File: src/rtl/pwrup_reset_sequencer.sv
// Power-up reset sequencer: synchronises rst_n into clk_in, holds, then releases NUM_CH resets with a stagger.
// Optional soft-reset input sw_rst_req is compiled in with `define SOFT_RST_EN.
module pwrup_reset_sequencer #(
  parameter int SYNC_STAGES    = 2,
  parameter int NUM_CH         = 3,
  parameter int HOLD_CYCLES    = 16,
  parameter int STAGGER_CYCLES = 4
) (
  input  logic              clk_in,
  input  logic              rst_n,
`ifdef SOFT_RST_EN
  input  logic              sw_rst_req,
`endif
  output logic [NUM_CH-1:0] rst_n_out,
  output logic              ready
);

  localparam int MAX_CYC = (HOLD_CYCLES > STAGGER_CYCLES) ? HOLD_CYCLES : STAGGER_CYCLES;
  localparam int CNT_W   = $clog2(MAX_CYC + 1);
  localparam int CH_W    = $clog2(NUM_CH + 1);

  typedef enum logic [1:0] {
    ST_RESET   = 2'd0,
    ST_HOLD    = 2'd1,
    ST_RELEASE = 2'd2,
    ST_RUN     = 2'd3
  } state_t;

  logic [SYNC_STAGES-1:0] sync_q;
  logic                   sync;
  state_t                 state, state_nxt;
  logic [CNT_W-1:0]       cnt, cnt_nxt;
  logic [CH_W-1:0]        ch, ch_nxt;
  logic [NUM_CH-1:0]      rst_n_out_nxt;
  logic                   ready_nxt;
  logic                   hold_done, stag_done, last_ch;

  always_ff @(posedge clk_in or negedge rst_n) begin
    if (!rst_n) begin
      sync_q <= '0;
    end else begin
      sync_q <= {sync_q[SYNC_STAGES-2:0], 1'b1};
    end
  end

  assign sync      = sync_q[SYNC_STAGES-1];
  assign hold_done = (cnt == CNT_W'(HOLD_CYCLES - 1));
  assign stag_done = (cnt == CNT_W'(STAGGER_CYCLES - 1));
  assign last_ch   = (ch == CH_W'(NUM_CH - 1));

  // Outputs are registered alongside the state so every reset line comes straight from a flop.
  always_ff @(posedge clk_in or negedge rst_n) begin
    if (!rst_n) begin
      state     <= ST_RESET;
      cnt       <= '0;
      ch        <= '0;
      rst_n_out <= '0;
      ready     <= 1'b0;
    end else begin
      state     <= state_nxt;
      cnt       <= cnt_nxt;
      ch        <= ch_nxt;
      rst_n_out <= rst_n_out_nxt;
      ready     <= ready_nxt;
    end
  end

  always_comb begin
    state_nxt = state;
    case (state)
      ST_RESET:   if (sync) state_nxt = ST_HOLD;
      ST_HOLD:    if (hold_done) state_nxt = (NUM_CH == 1) ? ST_RUN : ST_RELEASE;
      ST_RELEASE: if (stag_done && last_ch) state_nxt = ST_RUN;
      ST_RUN:     state_nxt = ST_RUN;
      default:    state_nxt = sync ? ST_HOLD : ST_RESET;
    endcase
`ifdef SOFT_RST_EN
    if (sw_rst_req && (state == ST_HOLD || state == ST_RELEASE || state == ST_RUN))
      state_nxt = ST_HOLD;
`endif
  end

  always_comb begin
    cnt_nxt       = cnt;
    ch_nxt        = ch;
    rst_n_out_nxt = rst_n_out;
    ready_nxt     = ready;
    case (state)
      ST_HOLD: begin
        if (hold_done) begin
          rst_n_out_nxt[0] = 1'b1;
          cnt_nxt          = '0;
          ch_nxt           = CH_W'(1);
          if (NUM_CH == 1) ready_nxt = 1'b1;
        end else begin
          cnt_nxt = cnt + 1'b1;
        end
      end
      ST_RELEASE: begin
        if (stag_done) begin
          for (int i = 0; i < NUM_CH; i++) begin
            if (ch == CH_W'(i)) rst_n_out_nxt[i] = 1'b1;
          end
          cnt_nxt = '0;
          ch_nxt  = ch + 1'b1;
          if (last_ch) ready_nxt = 1'b1;
        end else begin
          cnt_nxt = cnt + 1'b1;
        end
      end
      ST_RUN: begin
        cnt_nxt = cnt;
      end
      default: begin
        cnt_nxt = '0;
        ch_nxt  = '0;
      end
    endcase
`ifdef SOFT_RST_EN
    // Soft reset restarts the hold window; it is ignored until the synchroniser has released.
    if (sw_rst_req && (state == ST_HOLD || state == ST_RELEASE || state == ST_RUN)) begin
      rst_n_out_nxt = '0;
      ready_nxt     = 1'b0;
      cnt_nxt       = '0;
      ch_nxt        = '0;
    end
`endif
  end

endmodule

File: config.mk
export PLATFORM = sky130hd
export DESIGN_NAME = pwrup_reset_sequencer
export DESIGN_NICKNAME = d
export VERILOG_FILES = /design/src/rtl/pwrup_reset_sequencer.sv
export SDC_FILE = /design/constraint.sdc
export NUM_CORES = 1
export LEC_CHECK = 0
export ABC_AREA = 1
export BUFFER_PORTS_ARGS = -buffer_cell sky130_fd_sc_hd__buf_2
export CAP_MARGIN = 30
export CORE_MARGIN = 2
export CORE_UTILIZATION = 45
export DETAILED_ROUTE_END_ITERATION = 8
export HOLD_SLACK_MARGIN = 0.06
export PLACE_DENSITY = 0.66
export SYNTH_ARGS = -nofsm -noshare
export SYNTH_HDL_FRONTEND = slang
export SYNTH_SLANG_ARGS = --single-unit
File: constraint.sdc
create_clock -name clk_in -period 3.15 [get_ports clk_in]
set_clock_uncertainty 0.15 [all_clocks]
set_input_delay 0.1575 -clock clk_in [delete_from_list [all_inputs] [get_ports clk_in]]
set_output_delay 0.1575 -clock clk_in [all_outputs]
set_load 0.01 [all_outputs]
[Word level (Yosys, flattened, before mapping)]
Cells that the tools add are included.
W data, S select, Z words.
Storage, ports and cells
  register bits after elaboration: 14
Operators by class
  add/subtract/negate cells: 2
  eq/ne operators: 12
  multiplexer cells: 14
  bitwise operators: 1
  reductions and logical operators: 9
Operators with widths (number)
  $pmux W5 S3: 1
  $reduce_and A3 Y1: 4
  $mux W2: 5
  $mux W5: 2
  $ne A2 B2 Y1 const B: 5
  $pmux W2 S4: 1
  $eq A2 B2 Y1 const B: 3
  $pmux W2 S3: 1
  $add A5 B1 Y5 const B: 1
  $eq A5 B2 Y1 const B: 1
  $eq A5 B4 Y1 const B: 1
  $eq A2 B1 Y1 const B: 2
  $logic_not A2 Y1: 2
  $reduce_and A4 Y1: 1
  $mux W1: 3
  $add A2 B1 Y2 const B: 1
  $pmux W1 S2: 1
  $reduce_bool A2 Y1: 1
  $logic_and A1 B1 Y1: 1
  $not A1 Y1: 1

[Logic depth before layout (Yosys ltp)]
Gate-level depths: netlist of run 1.
  depth in word-level cells: 4
  mapped depth: 11
  mapped depth without buffers: 11

[Worst setup path before layout of run 1]
OpenSTA, ideal clock, no wires.
  path kind: register to register
  start point: register cnt[0]
  end point: register state[0]
  setup time: 117 ps
  arrival time: 1330 ps
  required time: 2883 ps
  setup slack: 1553 ps
  cell stages (with the launch flop): 12
  path buffers: 0
  cell sequence: dfrtp_1 ha_1 nand2_1 nor2_1 ha_1 inv_1 nand2_4 o21ai_0 inv_1 nand2_2 nand2_1 nand2_1
Between the ends
  word-level cells in the longest chain between the ends: 4
  elaborated cells on any way between the ends: 6
  classes of those cells: eq/ne (4); reduce/logical (2)
Ends and longest elaborated chain
  start: declaration: RTL line 32  | logic [CNT_W-1:0] cnt, cnt_nxt;
  start signal: assignment: RTL line 61  | cnt <= cnt_nxt;
  $eq A5 B2 Y1: RTL line 48  | assign stag_done = (cnt == CNT_W'(STAGGER_CYCLES - 1));
  $logic_and A1 B1 Y1: RTL line 73  | ST_RELEASE: if (stag_done && last_ch) state_nxt = ST_RUN;
  $ne A2 B2 Y1 (no line)
  $reduce_and A3 Y1 (no line) (*)
  end signal: assignment: RTL line 60  | state <= state_nxt;
  end: declaration: RTL line 31  | state_t state, state_nxt;
Mark *: on every way between the ends. The rest lies on a longest branch, timed or not.
A chain may end at the register's enable or synchronous reset.

[Final worst setup path of run 1]
Same ends and word-level chain as after synthesis.

==> results.toml, run 1 <==
[yosys]
synth.avg_cell_area_um2 = 8.229
netlist_instances = 111
netlist_area_um2 = 913.4
synthTopCellsByArea = "dfrtp_1 (38%), ha_1 (16%), nand2_1 (12%)"
yosysTopAreaCell = "dfrtp_1"
yosys_warnings = 0
ys_ff_latch = 14
synth_cell_type_count = 18
synth_top_area_share_pct = 38.36
synth_fp_nets = 125
yosysSeqAreaShare_pct = 38.36

[grt]
grt_pass1_vias = 593
globalRouteTotalUtil_pct = 14.54
overflow = 0
grt_max_degree = 15
antenna_found_initial = 0
grt_pass1_wl_mm = 2.649

[timing]
rsz0062_at_grt = "no"
setup_viol = 0
period_needed_ps = 1745
setup-tns-final_ps = 0
fin_crit_sh_pct = 55.39
fmax_mhz = 573.2
hold_viol = 0
drv_slew = 0

[finish]
finish.net_count = 134
syn2layout_area_growth_pct = 8.356
fin_area_um2 = 989.7
drive_above_1_share_pct = 16.95
antenna_cells = 0

[worst_setup_path]
crit_type = "register to register"
crit_path_end_kind = "register"
crit_slowest_cell = "dfrtp_1"
worstPathMaxFanout = 5
start_kind = "register"
arrival_ps = 1770
crit_path_cell_trace = "ha_1 > nand2_1 > nor2_1 > ha_1 > inv_1 > nand2_4 > o21ai_0 > inv_1 > nand2_2 > nand2_1 > nand2_1"
critical-path-top-delay-family = "simple AND/OR/NAND/NOR gates"
critical_path_buf_inv_count = 2
crit_top_cell = "nand2_1"
path_depth = 11
slowest_delay_ps = 420
worst-r2r-cell-count = 11
required_ps = 3170

[drt]
drtPass1Iterations = 3
wirelength_mm = 1.453
drc = 0
ant_nets = 0
viasPerCell = 4.462
vias = 647
drt_iter0_drc = 9
wl_per_cell_um = 10.02

[power]
peakVddDrop_mv = 0.3266
p_leak_uw = 0.0005376
power_uw = 757.2
powerDensity_nw_per_um2 = 765.1

[worst_hold_path]
hold_path_class = "input pin to asynchronous set/reset pin"

[clocking]
hold_buffers = 1
post_cts_buffers = 0
numClockSinks = 14
clkSlewWorstSetupHoldPaths_ps = 80
tritoncts = "done"
numCtsBuffers = 3
clk_latency_ps = 280
htreeDepth = 1
root_buffer = "clkbuf_4"
post_cts_resized = 0
clockBufferDepth = 2

[floorplanning]
die-area_um2 = 2406
start_util_pct = 47.04
die-height_um = 49.05
io_pins = 6
dieWidth_um = 49.05
num_rows = 16
coreArea_um2 = 1942

[placed_design]
routabilityCongestion = 0.7736
io_buffers = 5
placed_area_um2 = 957.2
dp_hpwl_mm = 1.116

[run]
cap_violations = 0

[outcome]
status = "completed"
==> layout make-up <==
type / count / area [um^2]
fillers: 204 / 952.2
multi-input cells: 74 / 469.2
flip-flops and latches: 14 / 350.3
inverters: 21 / 78.83
repair buffers: 6 / 35.03
well taps: 27 / 33.78
clock buffers: 3 / 22.52
==> layer usage <==
layer | track usage, % | share of wire [%] | vias to the layer above | wire length, um
met3 | 2.761 | 2.1 | 5 | 31
met5 | 0 | 0 | - | 0
met4 | 8.571 | 3.0 | 0 | 44
met1 | 20.35 | 52 | 283 | 754
met2 | 20.78 | 43 | 9 | 622
li1 | - | - | 350 | -
==> layout by cell type, fill, tap and decap left out, drive strengths merged <==
cell         count
nand3            7
conb             1
o21ai            3
ha              12
nor2             9
inv             21
clkbuf           3
dlygate4sd3      1
dfrtp           14
buf              5
nand4            3
nand2           35
a21oi            1
o21bai           3
==> power by group <==
group	switching, uW	internal, uW
combinational	263	140
clock	56.3	44.4
sequential	37.3	216
==> kinds of logic after synthesis <==
family                     after synthesis  share of synthesized area [%]
adders and majority gates               12                          16.44
buffers and inverters                   23                          10.27
AOI/OAI and AO/OA                        7                          5.067
DFF                                     14                          38.36
and+or+nand+nor                         54                          29.45
other                                    1                         0.4106
==> metrics by stage <==
step                std cells  hold slack, ps  setup WS, ps  util [%]
finish                    145           146.6          1405     50.97
detailed placement        141          -76.30          1439     49.29
global placement          141          -79.55          1485     49.29
floorplan                 111          -288.1          1553         -
global route              145           184.0          1213     50.97
CTS                       145           148.5          1434     50.97
==> final timing paths <==
check | startpoint | end | slack, ps
max in group asynchronous | rst_n | cnt[0] | 2470
max reg2reg | cnt[0] | state[0] | 1410
max | cnt[0] | state[0] | 1410
min | rst_n | rst_n_out[2] | 150
min reg2reg | sync_q[0] | sync_q[1] | 200
min in group clk_in | sync_q[0] | sync_q[1] | 200
==> flip-flops by register name (all words and copies together), names as in the netlist <==
name,count
cnt,5
rst_n_out,3
ch,2
state,2
sync_q,2
==> synthesized netlist by cell type <==
master,n
o21bai_2,1
o21bai_1,2
nor2_2,3
nand3_1,6
nor2_1,6
buf_4,2
nand2_2,3
o21ai_0,3
nand4_1,3
inv_1,20
dfrtp_1,14
ha_1,12
a21oi_1,1
nand2_4,3
conb_1,1
nand3_4,1
inv_2,1
nand2_1,29
Note: power is estimated with default switching activity, not from simulation.
==> run 2, diff against run 1 <==
Clock period 3.15 ns to 1.75 ns, I/O delays scaled along.
==> results.toml, run 2 (synthesis results as in run 1) <==
[timing]
fin_crit_sh_pct = 92.48
hold_viol = 0
fmax_mhz = 617.9
drv_slew = 0
setup_viol = 0
timing.hold.ws_ps = 70.24
period_needed_ps = 1618
rsz0062_at_grt = "yes"

[worst_setup_path]
arrival_ps = 1690
r2r_slack_ps = 130
start_kind = "register"
worst-r2r-cell-count = 10
setup.worst_path.start = "cnt[0]"
crit-reg2reg-capture = "cnt[1]"
crit_path_end_kind = "register"
crit_end = "cnt[1]"
r2r-start = "cnt[0]"
required_ps = 1830
crit_type = "register to register"
worstPathMaxFanout = 4

[floorplanning]
dieWidth_um = 49.05
num_rows = 16
die-area_um2 = 2406
start_util_pct = 47.04
io_pins = 6
die-height_um = 49.05
coreArea_um2 = 1942

[drt]
drt_iter0_drc = 8
wirelength_mm = 1.524
wl_per_cell_um = 10.09
drc = 0
drtPass1Iterations = 4
ant_nets = 0
viasPerCell = 4.550
vias = 687

[grt]
grt_max_degree = 15
antenna_found_initial = 0
grt_pass1_wl_mm = 2.725
overflow = 0
globalRouteTotalUtil_pct = 14.92
grt_pass1_vias = 627

[power]
seqPwrFrac_pct = 29.9
pwr-share-clk_pct = 15.6
peakVddDrop_mv = 0.6965
switching_share_pct = 44.79
p_int_uw = 830.1
pwr-share-comb_pct = 54.4
power_switching_uw = 673.4
p_leak_uw = 0.0005682
powerDensity_nw_per_um2 = 1429

[finish]
regMostFlops = "cnt"
antenna_cells = 0
reg_top3 = "cnt x5, rst_n_out x3"
register_area_um2 = 351.6
drive_above_1_share_pct = 23.39
finish.net_count = 139
mostFrequentLayoutCells = "nand2_1 (29), inv_1 (20), dfrtp_1 (13)"
fillCellCount = 191
final_common_cell = "nand2_1"
multiInputGateArea_um2 = 479.2
syn2layout_area_growth_pct = 15.21
fin_area_um2 = 1052
largest_register_ffs = 5

[clocking]
htreeDepth = 1
clk_latency_ps = 280
clkSlewWorstSetupHoldPaths_ps = 90
root_buffer = "clkbuf_4"
numCtsBuffers = 3
numClockSinks = 14
clockBufferDepth = 2
tritoncts = "done"

[placed_design]
io_buffers = 5
placed_area_um2 = 964.7
routabilityCongestion = 0.7914
dp_hpwl_mm = 1.166

[run]
cap_violations = 0

[worst_hold_path]
hold_path_class = "input pin to asynchronous set/reset pin"

[outcome]
status = "completed"
[run 2: cell type report]
| type | instances | area share (%) |
|---|---|---|
| inverters | 21 | 7.491 |
| well taps | 27 | 3.210 |
| multi-input cells | 74 | 45.54 |
| flip-flops and latches | 14 | 33.41 |
| clock buffers | 4 | 3.448 |
| repair buffers | 11 | 6.897 |
[run 2: critical path, stage by stage (launching register included)]
cell	delay (ps)
dfrtp_1	390
ha_1	210
nand2_1	100
nor2_2	60
ha_1	170
inv_1	80
nand2_4	60
buf_4	150
nand2_4	80
nand3_1	60
nand2_1	60
[run 2: what timing repair did]
item | CTS | global route
gates resized for setup | 0 | 4
buffers inserted | 0 | 4
hold buffers | 1 | 0
endpoints found under the hold margin | 14 | 0
endpoints found under the setup margin | 0 | 5
[run 2: power groups by stage]
| stage | Sequential, uW | Combinational, uW | Clock [uW] |
|---|---|---|---|
| after floorplan | 448 | 602 | 0 |
| after global placement | 454 | 741 | 0 |
| after detailed placement | 455 | 748 | 0 |
| after CTS | 451 | 752 | 246 |
| after global routing | 462 | 958 | 252 |
| final | 450 | 818 | 235 |
[run 2: metrics by stage]
step	utilization (%)	worst slack [ps]	total power, uW	setup TNS (ps)	std cells
finish	54.19	131.7	1503	0	151
global route	54.19	-24.06	1673	-31.61	151
CTS	52.06	65.29	1448	0	147
detailed placement	49.68	68.65	1203	0	142
global placement	49.68	113.4	1195	0	142
floorplan	-	153.2	1050	0	111
[run 2: worst min-delay path by stage]
stage	endpoint	slack [ps]	depth (start not counted)
after floorplan	ch[0]	-360	0
after global placement	rst_n_out[2]	-150	1
after detailed placement	rst_n_out[2]	-150	1
after CTS	ch[0]	70	2
after global routing	rst_n_out[1]	110	2
final	ch[0]	70	2
[run 2: per-layer routing]
layer  wire, um  global-route usage, %  vias to the layer above  share of wire, %
met2        671                  23.06                       12                44
met4         23                  5.714                        0               1.5
li1           -                      -                      360                 -
met3         49                  2.761                        2               3.2
met1        780                  20.70                      313                51
met5          0                      0                        -                 0
==> run 3, diff against run 2 <==
Settings changed: CORE_MARGIN 2 to default, CORE_UTILIZATION 45 to 40, CTS_CLUSTER_DIAMETER from default to 120, PLACE_DENSITY 0.66 to 0.61.
==> results.toml, run 3 (synthesis results as in run 1) <==
[floorplanning]
die-height_um = 49.79
die-area_um2 = 2479
num_rows = 16
start_util_pct = 44.30
coreArea_um2 = 2062
io_pins = 6
dieWidth_um = 49.79

[finish]
antenna_cells = 0
largest_register_ffs = 5
fin_cells = 151
drive_above_1_share_pct = 22.58
final_common_cell = "nand2_1"
finish.net_count = 140
fin_area_um2 = 1040
mostFrequentLayoutCells = "nand2_1 (29), inv_1 (20), dfrtp_1 (14)"
regMostFlops = "cnt"
syn2layout_area_growth_pct = 13.84
reg_top3 = "cnt x5, rst_n_out x3"

[power]
p_leak_uw = 0.0005657
peakVddDrop_mv = 0.7178
power_uw = 1469
powerDensity_nw_per_um2 = 1413

[drt]
drtPass1Iterations = 4
ant_nets = 0
viasPerCell = 4.497
vias = 679
drc = 0
drt_iter0_drc = 16
wirelength_mm = 1.611
wl_per_cell_um = 10.67

[placed_design]
io_buffers = 5
dp_hpwl_mm = 1.252
routabilityCongestion = 0.7907
dp.cells = 142
placed_area_um2 = 964.7

[timing]
hold_viol = 0
period_needed_ps = 1611
setup_viol = 0
drv_slew = 0
setup-tns-final_ps = 0
fmax_mhz = 620.6
fin_crit_sh_pct = 92.08

[worst_setup_path]
slowest_delay_ps = 380
worstPathMaxFanout = 4
crit_slowest_cell = "dfrtp_1"
required_ps = 1820
start_kind = "register"
critical-path-top-delay-family = "simple AND/OR/NAND/NOR gates"
crit_path_cell_trace = "ha_1 > nand2_1 > nor2_2 > ha_1 > inv_1 > nand2_4 > buf_4 > nand2_4 > nand3_1 > nand2_1"
crit_path_end_kind = "register"
critical_path_buf_inv_count = 2
crit_type = "register to register"
arrival_ps = 1680

[clocking]
clk_latency_ps = 280
numClockSinks = 14
tritoncts = "done"
htreeDepth = 1
numCtsBuffers = 3
root_buffer = "clkbuf_4"
clockBufferDepth = 2
clkSlewWorstSetupHoldPaths_ps = 80

[grt]
antenna_found_initial = 0
grt_max_degree = 15
globalRouteTotalUtil_pct = 15.58
grt_pass1_vias = 670
grt_pass1_wl_mm = 2.911
overflow = 0

[worst_hold_path]
hold_path_class = "input pin to asynchronous set/reset pin"

[outcome]
status = "completed"

[run]
cap_violations = 0
## run 3: changes by cell type in the layout (fill, tap and decap cells not counted), sizes merged
cell,before,now
clkbuf,4,3
buf,10,11
## run 3: what timing repair did
action	CTS	global route
endpoints found under the hold margin	14	0
endpoints found under the setup margin	0	5
buffers inserted	0	5
gates resized for setup	0	2
hold buffers	1	0
## run 3: area by class of cell
class                   count  area [um^2]
flip-flops and latches     14        350.3
multi-input cells          74        474.2
repair buffers             12        80.08
fillers                   196         1022
inverters                  21        78.83
well taps                  27        33.78
clock buffers               3        22.52
## run 3: metal layers
layer	vias to the layer above	wire (um)	global-route usage, %
met5	-	0	0
met4	0	19	1.429
met3	4	69	5.556
met2	11	739	25.90
met1	301	781	20.00
li1	363	-	-
## run 3: path summary, 6_finish.rpt
path,cells after the start,slack (ps),to,startpoint
hold reg to reg,0,200,sync_q[1],sync_q[0]
setup reg to reg,10,140,cnt[1],cnt[0]
max in group asynchronous,2,1120,cnt[1],rst_n
setup / recovery,10,140,cnt[1],cnt[0]
min in group clk_in,0,200,sync_q[1],sync_q[0]
hold / removal,2,80,state[1],rst_n
## run 3: where the power goes
part           internal, uW  switching (uW)
registers               389            47.5
logic                   328             525
clock network          79.8            99.7
total                   797             673
## run 3: worst register-to-register path: stages (launching register included)
cell and delay (ps):
dfrtp_1 380, ha_1 210, nand2_1 100, nor2_2 50, ha_1 160, inv_1 80, nand2_4 50, buf_4 160
nand2_4 80, nand3_1 60, nand2_1 60
## run 3: through the flow
stage | utilization (%) | hold WS (ps) | worst slack (ps)
2_1_floorplan | - | -358.1 | 153.2
6_report | 50.42 | 84.04 | 138.6
3_3_place_gp | 46.78 | -145.0 | 106.2
5_1_grt | 50.42 | 100.9 | -1.450
3_5_place_dp | 46.78 | -139.8 | 43.07
4_1_cts | 48.36 | 89.92 | 36.74
